**config.mk**
```make
export PLATFORM = sky130hd
export DESIGN_NAME = lighthouse_emitter
export DESIGN_NICKNAME = d
export VERILOG_FILES = /design/src/rtl/lighthouse_emitter_pkg.sv /design/src/rtl/lighthouse_emitter_sync_encode.sv /design/src/rtl/lighthouse_emitter.sv
export SDC_FILE = /design/constraint.sdc
export NUM_CORES = 1
export LEC_CHECK = 0
export ABC_AREA = 0
export BUFFER_PORTS_ARGS = -buffer_cell sky130_fd_sc_hd__buf_4
export CORE_ASPECT_RATIO = 0.9
export CORE_MARGIN = 5
export CORE_UTILIZATION = 30
export DETAILED_ROUTE_END_ITERATION = 8
export GPL_TIMING_DRIVEN = 0
export MAX_ROUTING_LAYER = met4
export PLACE_DENSITY = 0.46
export SLEW_MARGIN = 10
export SYNTH_ARGS = -nofsm -noshare
export SYNTH_HDL_FRONTEND = slang
export SYNTH_SLANG_ARGS = --single-unit
export TNS_END_PERCENT = 30
```
**constraint.sdc**
```tcl
create_clock -name clk_i -period 6 [get_ports clk_i]
set_input_delay 0.6 -clock clk_i [delete_from_list [all_inputs] [get_ports clk_i]]
set_output_delay 0.6 -clock clk_i [all_outputs]
set_load 0.01 [all_outputs]
```
**src/rtl/lighthouse_emitter_pkg.sv**
```systemverilog
// ----------------------------------------------------------------------------
// lighthouse_emitter_pkg
// Shared definitions for the lighthouse sync-pulse protocol on the transmit
// side. It holds the default sync pulse timing, the sweep-pulse length limit,
// the {skip,data,axis} sync code layout and the emitter FSM state encoding.
// No ports: this is a package.
// ----------------------------------------------------------------------------
package lighthouse_emitter_pkg;

    // Default sync pulse timing in system clocks (48 MHz).
    localparam int unsigned SYNC_BASE_CLK = 3072;
    localparam int unsigned SYNC_STEP_CLK = 512;

    // The sweep pulse has to stay below 15 us to be classed as a sweep.
    localparam int unsigned CLK_HZ        = 48_000_000;
    localparam int unsigned SWEEP_MAX_US  = 15;
    localparam int unsigned SWEEP_MAX_CLK = (CLK_HZ / 1_000_000) * SWEEP_MAX_US;

    // Sync code layout: code = {skip, data, axis}.
    localparam int unsigned CODE_W    = 3;
    localparam int unsigned CODE_AXIS = 0;
    localparam int unsigned CODE_DATA = 1;
    localparam int unsigned CODE_SKIP = 2;
    localparam int unsigned CODE_MAX  = (1 << CODE_W) - 1;

    typedef enum logic [2:0] {
        ST_IDLE,
        ST_SYNC0_LO,
        ST_SYNC0_HI,
        ST_SYNC1_LO,
        ST_SWEEP_WAIT,
        ST_SWEEP_LO,
        ST_TAIL
    } emit_state_e;

    function automatic logic [CODE_W-1:0] sync_code(input logic skip,
                                                    input logic data,
                                                    input logic axis);
        logic [CODE_W-1:0] c;
        c            = '0;
        c[CODE_SKIP] = skip;
        c[CODE_DATA] = data;
        c[CODE_AXIS] = axis;
        return c;
    endfunction

endpackage

```
**src/rtl/lighthouse_emitter_sync_encode.sv**
```systemverilog
// ----------------------------------------------------------------------------
// lighthouse_sync_encode
// Combinational sync-pulse encoder: maps the {skip,data,axis} code to the
// low length of the sync pulse. It is the exact inverse of the receiver's
// sync decoder: the extra half step puts the pulse in the middle of the
// decoder's bin.
// Ports:
//   skip_i, data_i, axis_i : code fields
//   len_o [WIDTH]          : sync low length in clocks
// ----------------------------------------------------------------------------
module lighthouse_sync_encode
    import lighthouse_emitter_pkg::*;
#(
    parameter int unsigned WIDTH     = 20,
    parameter int unsigned SYNC_BASE = SYNC_BASE_CLK,
    parameter int unsigned SYNC_STEP = SYNC_STEP_CLK
) (
    input  logic             skip_i,
    input  logic             data_i,
    input  logic             axis_i,
    output logic [WIDTH-1:0] len_o
);

    logic [CODE_W-1:0] code;

    assign code  = sync_code(skip_i, data_i, axis_i);
    assign len_o = WIDTH'(SYNC_BASE + SYNC_STEP / 2) + WIDTH'(code) * WIDTH'(SYNC_STEP);

endmodule

```
**src/rtl/lighthouse_emitter.sv**
```systemverilog
// ----------------------------------------------------------------------------
// lighthouse_emitter
// Synthesises the active-low lighthouse sensor waveform (sync0, sync1, sweep
// pulse) from programmed angles and OOTX bits, one frame of FRAME_LEN clocks
// at a time, cycling through frames 0..3.
// Ports:
//   clk_i                  : system clock
//   rst_ni                 : asynchronous reset, active low
//   enable_i               : emit frames; only looked at on frame boundaries
//   angle0_i..angle3_i     : sweep time per frame, sync1 rise to sweep mid
//   ootx_i [2]             : data bits for sync0/sync1 of the next frame
//   ootx_ack_o             : 1-cycle pulse when ootx/angle are latched
//   frame_idx_o [2]        : index of the frame being emitted
//   angle_err_o            : 1-cycle pulse, latched angle out of range
//   busy_o                 : a frame is in progress
//   pin_o                  : sensor waveform, idles high
// ----------------------------------------------------------------------------
module lighthouse_emitter
    import lighthouse_emitter_pkg::*;
#(
    parameter int unsigned WIDTH      = 20,
    parameter int unsigned FRAME_LEN  = 400000,
    parameter int unsigned SYNC_SPACE = 20000,
    parameter int unsigned SYNC_BASE  = SYNC_BASE_CLK,
    parameter int unsigned SYNC_STEP  = SYNC_STEP_CLK,
    parameter int unsigned SWEEP_LEN  = 240
) (
    input  logic             clk_i,
    input  logic             rst_ni,
    input  logic             enable_i,
    input  logic [WIDTH-1:0] angle0_i,
    input  logic [WIDTH-1:0] angle1_i,
    input  logic [WIDTH-1:0] angle2_i,
    input  logic [WIDTH-1:0] angle3_i,
    input  logic [1:0]       ootx_i,
    output logic             ootx_ack_o,
    output logic [1:0]       frame_idx_o,
    output logic             angle_err_o,
    output logic             busy_o,
    output logic             pin_o
);

    localparam int unsigned HALF     = SWEEP_LEN / 2;
    localparam int unsigned MAX_SYNC = SYNC_BASE + CODE_MAX * SYNC_STEP + SYNC_STEP / 2;
    localparam int unsigned EW       = WIDTH + 2;

    // Elaboration-time parameter sanity.
    if (FRAME_LEN >= (64'd1 << WIDTH)) begin : g_err_frame
        $error("lighthouse_emitter: FRAME_LEN does not fit in WIDTH bits");
    end
    if ((SWEEP_LEN % 2) != 0 || SWEEP_LEN == 0 || SWEEP_LEN >= SWEEP_MAX_CLK) begin : g_err_sweep
        $error("lighthouse_emitter: SWEEP_LEN must be even, non-zero and below 15 us");
    end
    if (SYNC_SPACE <= MAX_SYNC) begin : g_err_space
        $error("lighthouse_emitter: SYNC_SPACE must exceed the longest sync pulse");
    end
    if (SYNC_SPACE + MAX_SYNC + SWEEP_LEN + SYNC_STEP >= FRAME_LEN) begin : g_err_len
        $error("lighthouse_emitter: FRAME_LEN too short for the sync pulses");
    end

    emit_state_e      state_q;
    logic [WIDTH-1:0] timer_q;
    logic [1:0]       frame_idx_q;
    logic [1:0]       ootx_q;
    logic [WIDTH-1:0] angle_q;
    logic             pin_q;
    logic             ack_q;
    logic             err_q;

    logic [WIDTH-1:0] t_n;
    logic [1:0]       idx_n;
    logic [3:0][WIDTH-1:0] angles;
    logic [WIDTH-1:0] angle_sel;
    logic [WIDTH-1:0] len0, len1;
    logic [EW-1:0]    r_ext, a_ext;
    logic             angle_ok;
    logic [WIDTH-1:0] r_t, sweep_start, sweep_end;

    assign t_n    = timer_q + 1'b1;
    assign idx_n  = frame_idx_q + 2'd1;
    assign angles = {angle3_i, angle2_i, angle1_i, angle0_i};
    // A new frame out of TAIL already belongs to the next index.
    assign angle_sel = angles[(state_q == ST_TAIL) ? idx_n : frame_idx_q];

    // Frame f sweeps on sync0 when f[1]=0, else on sync1; the other sync
    // carries skip with the same axis.
    lighthouse_sync_encode #(
        .WIDTH(WIDTH), .SYNC_BASE(SYNC_BASE), .SYNC_STEP(SYNC_STEP)
    ) u_enc0 (
        .skip_i (frame_idx_q[1]),
        .data_i (ootx_q[0]),
        .axis_i (~frame_idx_q[0]),
        .len_o  (len0)
    );

    lighthouse_sync_encode #(
        .WIDTH(WIDTH), .SYNC_BASE(SYNC_BASE), .SYNC_STEP(SYNC_STEP)
    ) u_enc1 (
        .skip_i (~frame_idx_q[1]),
        .data_i (ootx_q[1]),
        .axis_i (~frame_idx_q[0]),
        .len_o  (len1)
    );

    // R is fixed per frame (sync1 fall is at SYNC_SPACE), so the whole sweep
    // window follows from latched values. Range check is done wide so a huge
    // angle cannot wrap into a valid-looking value.
    assign r_ext       = EW'(SYNC_SPACE) + EW'(len1);
    assign a_ext       = EW'(angle_q);
    assign angle_ok    = (a_ext >= EW'(HALF)) &&
                         (r_ext + a_ext + EW'(HALF) <= EW'(FRAME_LEN - SYNC_STEP));
    assign r_t         = WIDTH'(r_ext);
    assign sweep_start = WIDTH'(r_ext + a_ext - EW'(HALF));
    assign sweep_end   = sweep_start + WIDTH'(SWEEP_LEN);

    always_ff @(posedge clk_i or negedge rst_ni) begin
        if (!rst_ni) begin
            state_q     <= ST_IDLE;
            timer_q     <= '0;
            frame_idx_q <= '0;
            ootx_q      <= '0;
            angle_q     <= '0;
            pin_q       <= 1'b1;
            ack_q       <= 1'b0;
            err_q       <= 1'b0;
        end else begin
            ack_q <= 1'b0;
            err_q <= 1'b0;
            case (state_q)
                ST_IDLE: begin
                    if (enable_i) begin
                        state_q <= ST_SYNC0_LO;
                        timer_q <= '0;
                        pin_q   <= 1'b0;
                        ack_q   <= 1'b1;
                        ootx_q  <= ootx_i;
                        angle_q <= angle_sel;
                    end
                end
                ST_SYNC0_LO: begin
                    timer_q <= t_n;
                    if (t_n == len0) begin
                        state_q <= ST_SYNC0_HI;
                        pin_q   <= 1'b1;
                    end
                end
                ST_SYNC0_HI: begin
                    timer_q <= t_n;
                    if (t_n == WIDTH'(SYNC_SPACE)) begin
                        state_q <= ST_SYNC1_LO;
                        pin_q   <= 1'b0;
                    end
                end
                ST_SYNC1_LO: begin
                    timer_q <= t_n;
                    if (t_n == r_t) begin
                        if (!angle_ok) begin
                            state_q <= ST_SWEEP_WAIT;
                            pin_q   <= 1'b1;
                            err_q   <= 1'b1;
                        end else if (sweep_start == t_n) begin
                            // Angle of exactly SWEEP_LEN/2: sweep starts on R.
                            state_q <= ST_SWEEP_LO;
                        end else begin
                            state_q <= ST_SWEEP_WAIT;
                            pin_q   <= 1'b1;
                        end
                    end
                end
                ST_SWEEP_WAIT: begin
                    timer_q <= t_n;
                    if (!angle_ok) begin
                        state_q <= ST_TAIL;
                    end else if (t_n == sweep_start) begin
                        state_q <= ST_SWEEP_LO;
                        pin_q   <= 1'b0;
                    end
                end
                ST_SWEEP_LO: begin
                    timer_q <= t_n;
                    if (t_n == sweep_end) begin
                        state_q <= ST_TAIL;
                        pin_q   <= 1'b1;
                    end
                end
                ST_TAIL: begin
                    if (timer_q == WIDTH'(FRAME_LEN - 1)) begin
                        frame_idx_q <= idx_n;
                        timer_q     <= '0;
                        if (enable_i) begin
                            state_q <= ST_SYNC0_LO;
                            pin_q   <= 1'b0;
                            ack_q   <= 1'b1;
                            ootx_q  <= ootx_i;
                            angle_q <= angle_sel;
                        end else begin
                            state_q <= ST_IDLE;
                        end
                    end else begin
                        timer_q <= t_n;
                    end
                end
                default: begin
                    state_q <= ST_IDLE;
                    pin_q   <= 1'b1;
                end
            endcase
        end
    end

    assign ootx_ack_o  = ack_q;
    assign frame_idx_o = frame_idx_q;
    assign angle_err_o = err_q;
    assign busy_o      = (state_q != ST_IDLE);
    assign pin_o       = pin_q;

endmodule

```
**Word level (Yosys, flattened, before mapping)**

Index checks and enable logic that the tools add are counted.

- Bits in registers: 50
- Output and inout bits: 6
- Input bits: 85
- Word-level logic and storage cells: 97

- Add/subtract/negate cells: 9
- Reductions and logical operators: 11
- Muxes and demuxes: 41
- Magnitude comparators: 3
- Bitwise logic cells: 2
- Equality and inequality tests: 23

Operator list:

| cell | count |
|---|---|
| $eq 20x20->1 | 5 |
| $mux 20 | 5 |
| $pmux 20 s3 | 1 |
| $bmux 20 s2 | 1 |
| $pmux 20 s2 | 1 |
| $add 12x12->13 const A | 2 |
| $mux 3 | 8 |
| $add 21x20->22 | 1 |
| $add 22x7->22 const B | 1 |
| $le 22x19->1 const B | 1 |
| $add 15x20->21 const A | 1 |
| $pmux 3 s7 | 1 |
| $add 20x1->20 const B | 1 |
| $add 20x8->20 const B | 1 |
| $eq 20x15->1 const B | 1 |
| $eq 20x19->1 const B | 1 |
| $ge 20x7->1 const B | 1 |
| $sub 20x7->20 const B | 1 |
| $mux 1 | 18 |
| $ne 2x2->1 const B | 7 |
| $eq 3x3->1 const B | 3 |
| $reduce_and 8->1 | 1 |
| $pmux 1 s7 | 1 |
| $reduce_and 7->1 | 1 |
| 16 further kinds | 24 |

**Depth between registers and ports, before layout**

- Depth in word-level cells: 10
- Mapped depth: 20
- Depth with buffers taken out: 17

**Modules after synthesis**

Synthesis repeated with hierarchy kept, for this count alone.

- Cells, all modules: 924
- Area total of the unflattened synthesis: 7673.6 µm²

By module, submodules not included:

| module | seq. area each (µm²) | area an instance (µm²) | times used | cells an instance |
|---|---|---|---|---|
| lighthouse_emitter | 1252.5 | 7348.3 | 1 | 876 |
| lighthouse_sync_encode | 0.0 | 162.7 | 2 | 24 |

**Worst setup path after synthesis**

OpenSTA, ideal clock, no wires.

- Path type: reg-to-reg
- Start point: register frame_idx_q[0] (netlist: frame_idx_o[0])
- End point: register pin_q (netlist: pin_o)
- Library setup time: 0.085 ns
- Data required time: 5.915 ns
- Clock period less this slack: 5.104 ns
- Stages on the path, launching flop included: 18
- Path buffers: 1
- Data arrival time: 5.019 ns
- Setup slack: 0.896 ns
- Path through: dfrtp_1 > ha_1 > inv_1 > fa_1 > ha_1 > clkbuf_1 > and3_1 > a22oi_1 > a2111o_1 > or4b_1 > a311o_1 > o32ai_1 > nor4_1 > a311o_1 > a2111oi_4 > o21bai_1 > nor4_2 > mux2_1

- Cells in the longest elaborated chain, start to end: 10
- Elaborated cells on any way between the ends: 25
- Classes of those cells: add/sub (7); order compare (1); eq/ne (11); mux (3); bitwise (1); reduce/logical (2)

Ends and longest elaborated chain:

| element | RTL line | source |
|---|---|---|
| start, declared | lighthouse_emitter.sv:63 | `logic [1:0] frame_idx_q;` |
| start signal, assigned | lighthouse_emitter.sv:188 | `frame_idx_q <= idx_n;` |
| $not 1->1 * | lighthouse_emitter.sv:92, lighthouse_emitter.sv:101 |  |
| parallel branches: the longest is 9 deep, another holds $add 21x20->22 | - |  |
| end signal, assigned | lighthouse_emitter.sv:134 | `pin_q <= 1'b0;` |
| end signal, assigned | lighthouse_emitter.sv:159 | `pin_q <= 1'b1;` |
| end signal, assigned | lighthouse_emitter.sv:166 | `pin_q <= 1'b1;` |
| end, declared | lighthouse_emitter.sv:66 | `logic pin_q;` |

Every way passes the cells marked *. The select of a mux whose other input is x is not followed.
A chain may end at the register's enable or synchronous reset.

**Final worst setup path**

Ends and elaborated chain as after synthesis.

==> out/qor.csv <==
stage;metric;value;unit
cts;ctsHoldBuffers;0;
die;die_w;157;um
yosys;postSynthNetCount;796;
die;start_util;30.5;%
yosys;synth_mux_area_share;13.8;%
cts;post-cts-setup-buffers;0;
sta;drv_slew;0;
yosys;synth_area_leaders;dfrtp_1 21%, xnor2_1 9.8%, mux4_2 7.7%;
sta;hold_slack;327;ps
setup_path;arrival;5950;ps
power;switchingPower;1.93;mW
routing;drt_iter0_markers;424;
sta;max_freq;175;MHz
setup_path;start_kind;flip-flop;
yosys;synth_top_family_by_area;simple AND/OR/NAND/NOR gates;
cts;clk_latency;310;ps
placement;portBuffers;90;
yosys;ys_warn_count;0;
yosys;synth_cell_types;75;
sta;grt_setup_unrepaired;false;
power;seq_power_share;15.1;%
routing;viasPerCell;5.51;
yosys;syn_area;5820;um^2
power;p_leak;2.68;nW
finish;fin_cells;1038;
power;swShare;53.0;%
sta;final.min_clock_period;5720;ps
finish;nets;892;
setup_path;cp.buffers_inverters;3;
setup_path;critPathMostFrequentCell;clkbuf_1;
power;p_per_area;520;nW/um^2
sta;relSlewSlack;25.1;%
yosys;ys_async_sr_fraction;100;%
setup_path;end_kind;flip-flop;
finish;fin_util;36.6;%
placement;gp_congestion;0.880;
routing;route.vias.total;5717;
global_routing;grt_max_degree;51;
sta;finalHoldViolCount;0;
yosys;ys_seq_elements;50;
power;p_total;3.64;mW
sta;skew;10.5;ps
routing;wl_per_cell;17.5;um
cts;cts-buffers-inserted;5;
power;p_clk_share;8.3;%
setup_path;critPathRequiredTime;6240;ps
cts;htree_levels;2;
routing;post-route-drc-count;0;
finish;diodes;0;
cts;cts_root_buf;clkbuf_16;
yosys;synth.most_common_cell;xnor2_1;
yosys;avgSynthCellArea;8.42;um^2
yosys;synth_compound_area_share;19.0;%
global_routing;grt_pass1_wl;29300;um
die;pin_count;91;
finish;n_fill_cell;2006;
power;p_int;1.71;mW
setup_path;critical_path_depth;18;
yosys;synth-adder-area-share;4.43;%
routing;antenna_left;0;
setup_path;critical_path_class;reg2reg;
cts;cts_tree;yes;
global_routing;grt.total_usage;16.7;%
setup_path;crit_chain;clkbuf_1 -> o21ai_0 -> xnor2_2 -> ha_1 -> clkbuf_1 -> nand4_1 -> o221ai_1 -> xnor2_1 -> clkbuf_1 -> nand4_1 -> o311a_1 -> a2111oi_0 -> o21ai_0 -> nand2b_1 -> a2111oi_4 -> o21bai_1 -> nor4_2 -> mux2_1;
yosys;synth_top_area_share;21.1;%
yosys;synth_edf_count;0;
yosys;ys_seq_area_share;21.5;%
global_routing;grt_pass1_vias;5613;
die;die-area;22300;um^2
power;power_frac_comb;76.6;%
setup_path;cp_max_fo;10;
cts;cts.reportedPaths.clkPinSlew;80;ps
power;ir_drop;0.173;mV
yosys;yosys.area_share.simple;23.9;%
yosys;synth_top_cell_by_area;dfrtp_1;
setup_path;reg2reg_depth;18;
setup_path;crit_family;compound AO/OA/AOI/OAI gates;
global_routing;antenna_found_initial;0;
yosys;synth-xor-area-share;12.9;%
routing;totalWireLength;18200;um
yosys;syn_inst;691;
worst_hold_path;holdCritPathClass;in2async;
sta;fin_crit_sh;95.3;%
die;fp-row-count;48;
yosys;synth-main-ff-cell;dfrtp_1;
setup_path;critPathMaxStageDelay;460;ps
routing;first_pass_iters;5;
finish;final_layout_size_suffix_gt1_share;21.8;%
placement;dp_hpwl;14600;um
setup_path;cp_slowest_cell;dfrtp_1;
cts;clockBufferDepth;2;
yosys;synth_commonest_cells;65 x xnor2_1, 57 x nand2_1, 49 x dfrtp_1, 49 x o21ai_0, 37 x nor2_1;
finish;area_growth;20.2;%
placement;dp.cells;1031;
sta;worst_slew_pin_slew;1110;ps
global_routing;grt_overflow_total;0;
die;die_h;142;um
cts;clock-sinks;50;
sta;finalSetupViolCount;0;
die;coreArea;19100;um^2
run;maxCapViolations;0;
status;status;completed;
## state kept, by name, indices dropped and copies added, names as in the netlist
signal / count
angle_q: 20
ootx_ack_o: 1
state_q: 3
frame_idx_o: 2
timer_q: 20
angle_err_o: 1
ootx_q: 2
pin_o: 1
## metal layers
metal,GRT usage (%),routed length [um],up-vias
met4,4.29,272,0
met2,24.6,8180,148
met5,-,0,-
li1,-,-,2802
met1,23.9,8960,2753
met3,2.49,743,14
## cells in the final DEF, fill, tap and decap left out, drive strengths merged, types with 5 or more instances in the layout
cell	n
ha	19
nor3	33
and3	11
a21o	6
buf	102
o21ai	50
mux2i	8
a211oi	9
nand3	32
mux4	20
and2	5
nor4	15
inv	20
nand2	57
nand4	18
mux2	24
clkbuf	37
xnor2	65
nand3b	5
dfrtp	49
nor2	37
a21oi	18
or2	7
or3	7
xor2	21
o31ai	10
## area by class of cell
cell class / count / area [um^2] / area share [%]
Sequential cell: 50 / 1250 / 17.9
Tap cell: 250 / 313 / 4.48
Inverter: 19 / 71.3 / 1.02
Buffer: 44 / 180 / 2.58
Clock buffer: 5 / 125 / 1.79
Multi-Input combinational cell: 577 / 4350 / 62.3
Clock inverter: 3 / 18.8 / 0.269
Timing Repair Buffer: 90 / 676 / 9.67
## cells by family after synthesis
family / after synthesis
AND/OR/NAND/NOR: 260
AO/OA/AOI/OAI: 159
XOR/XNOR: 86
buffers and inverters: 64
multiplexers: 52
flip-flops: 50
adder cells (fa/ha/maj): 20
## worst reg2reg max path, stage by stage (launching register included)
cell and delay, ps:
dfrtp_1 460, clkbuf_1 320, o21ai_0 220, xnor2_2 230, ha_1 340, clkbuf_1 330, nand4_1 140, o221ai_1 230
xnor2_1 190, clkbuf_1 370, nand4_1 380, o311a_1 420, a2111oi_0 430, o21ai_0 220, nand2b_1 220, a2111oi_4 320
o21bai_1 130, nor4_2 340, mux2_1 360
## repair_timing
action	4_1_cts	5_1_grt
resized for setup	2	6
hold endpoints to repair	0	0
cloned	0	0
endpoints found under the setup margin	1	2
pin swaps	0	0
## power by group through the flow
stage / sequential [mW] / clock, mW / combinational, mW
after floorplan: 0.524 / 0 / 2.12
after global placement: 0.552 / 0 / 2.69
after detailed placement: 0.557 / 0 / 2.72
after CTS: 0.549 / 0.314 / 2.74
after global routing: 0.568 / 0.324 / 3.09
final: 0.548 / 0.301 / 2.79
## path summary, 6_finish.rpt
path	from	endpoint	slack [ps]
max in group asynchronous	rst_ni	angle_q[16]$_DFFE_PN0P_	5200
hold / removal	rst_ni	timer_q[3]$_DFFE_PN0P_	330
setup reg to reg	frame_idx_o[0]$_DFFE_PN0P_	pin_o$_DFFE_PN1P_	280
min in group clk_i	ootx_i[1]	ootx_q[1]$_DFFE_PN0P_	490
setup / recovery	frame_idx_o[0]$_DFFE_PN0P_	pin_o$_DFFE_PN1P_	280
hold reg to reg	angle_q[10]$_DFFE_PN0P_	angle_q[10]$_DFFE_PN0P_	550
## per-stage QoR
stage / instance area [um^2] / TNS (ps) / worst slack, ps
3_3_place_gp: 6810 / -6.85 / -6.85
2_1_floorplan: 5820 / 0 / 896
4_1_cts: 6960 / 0 / 178
6_report: 6990 / 0 / 282
3_5_place_dp: 6810 / -59.1 / -59.1
5_1_grt: 6990 / 0 / 14.8
No activity file was read; power rests on OpenSTA's default activity.
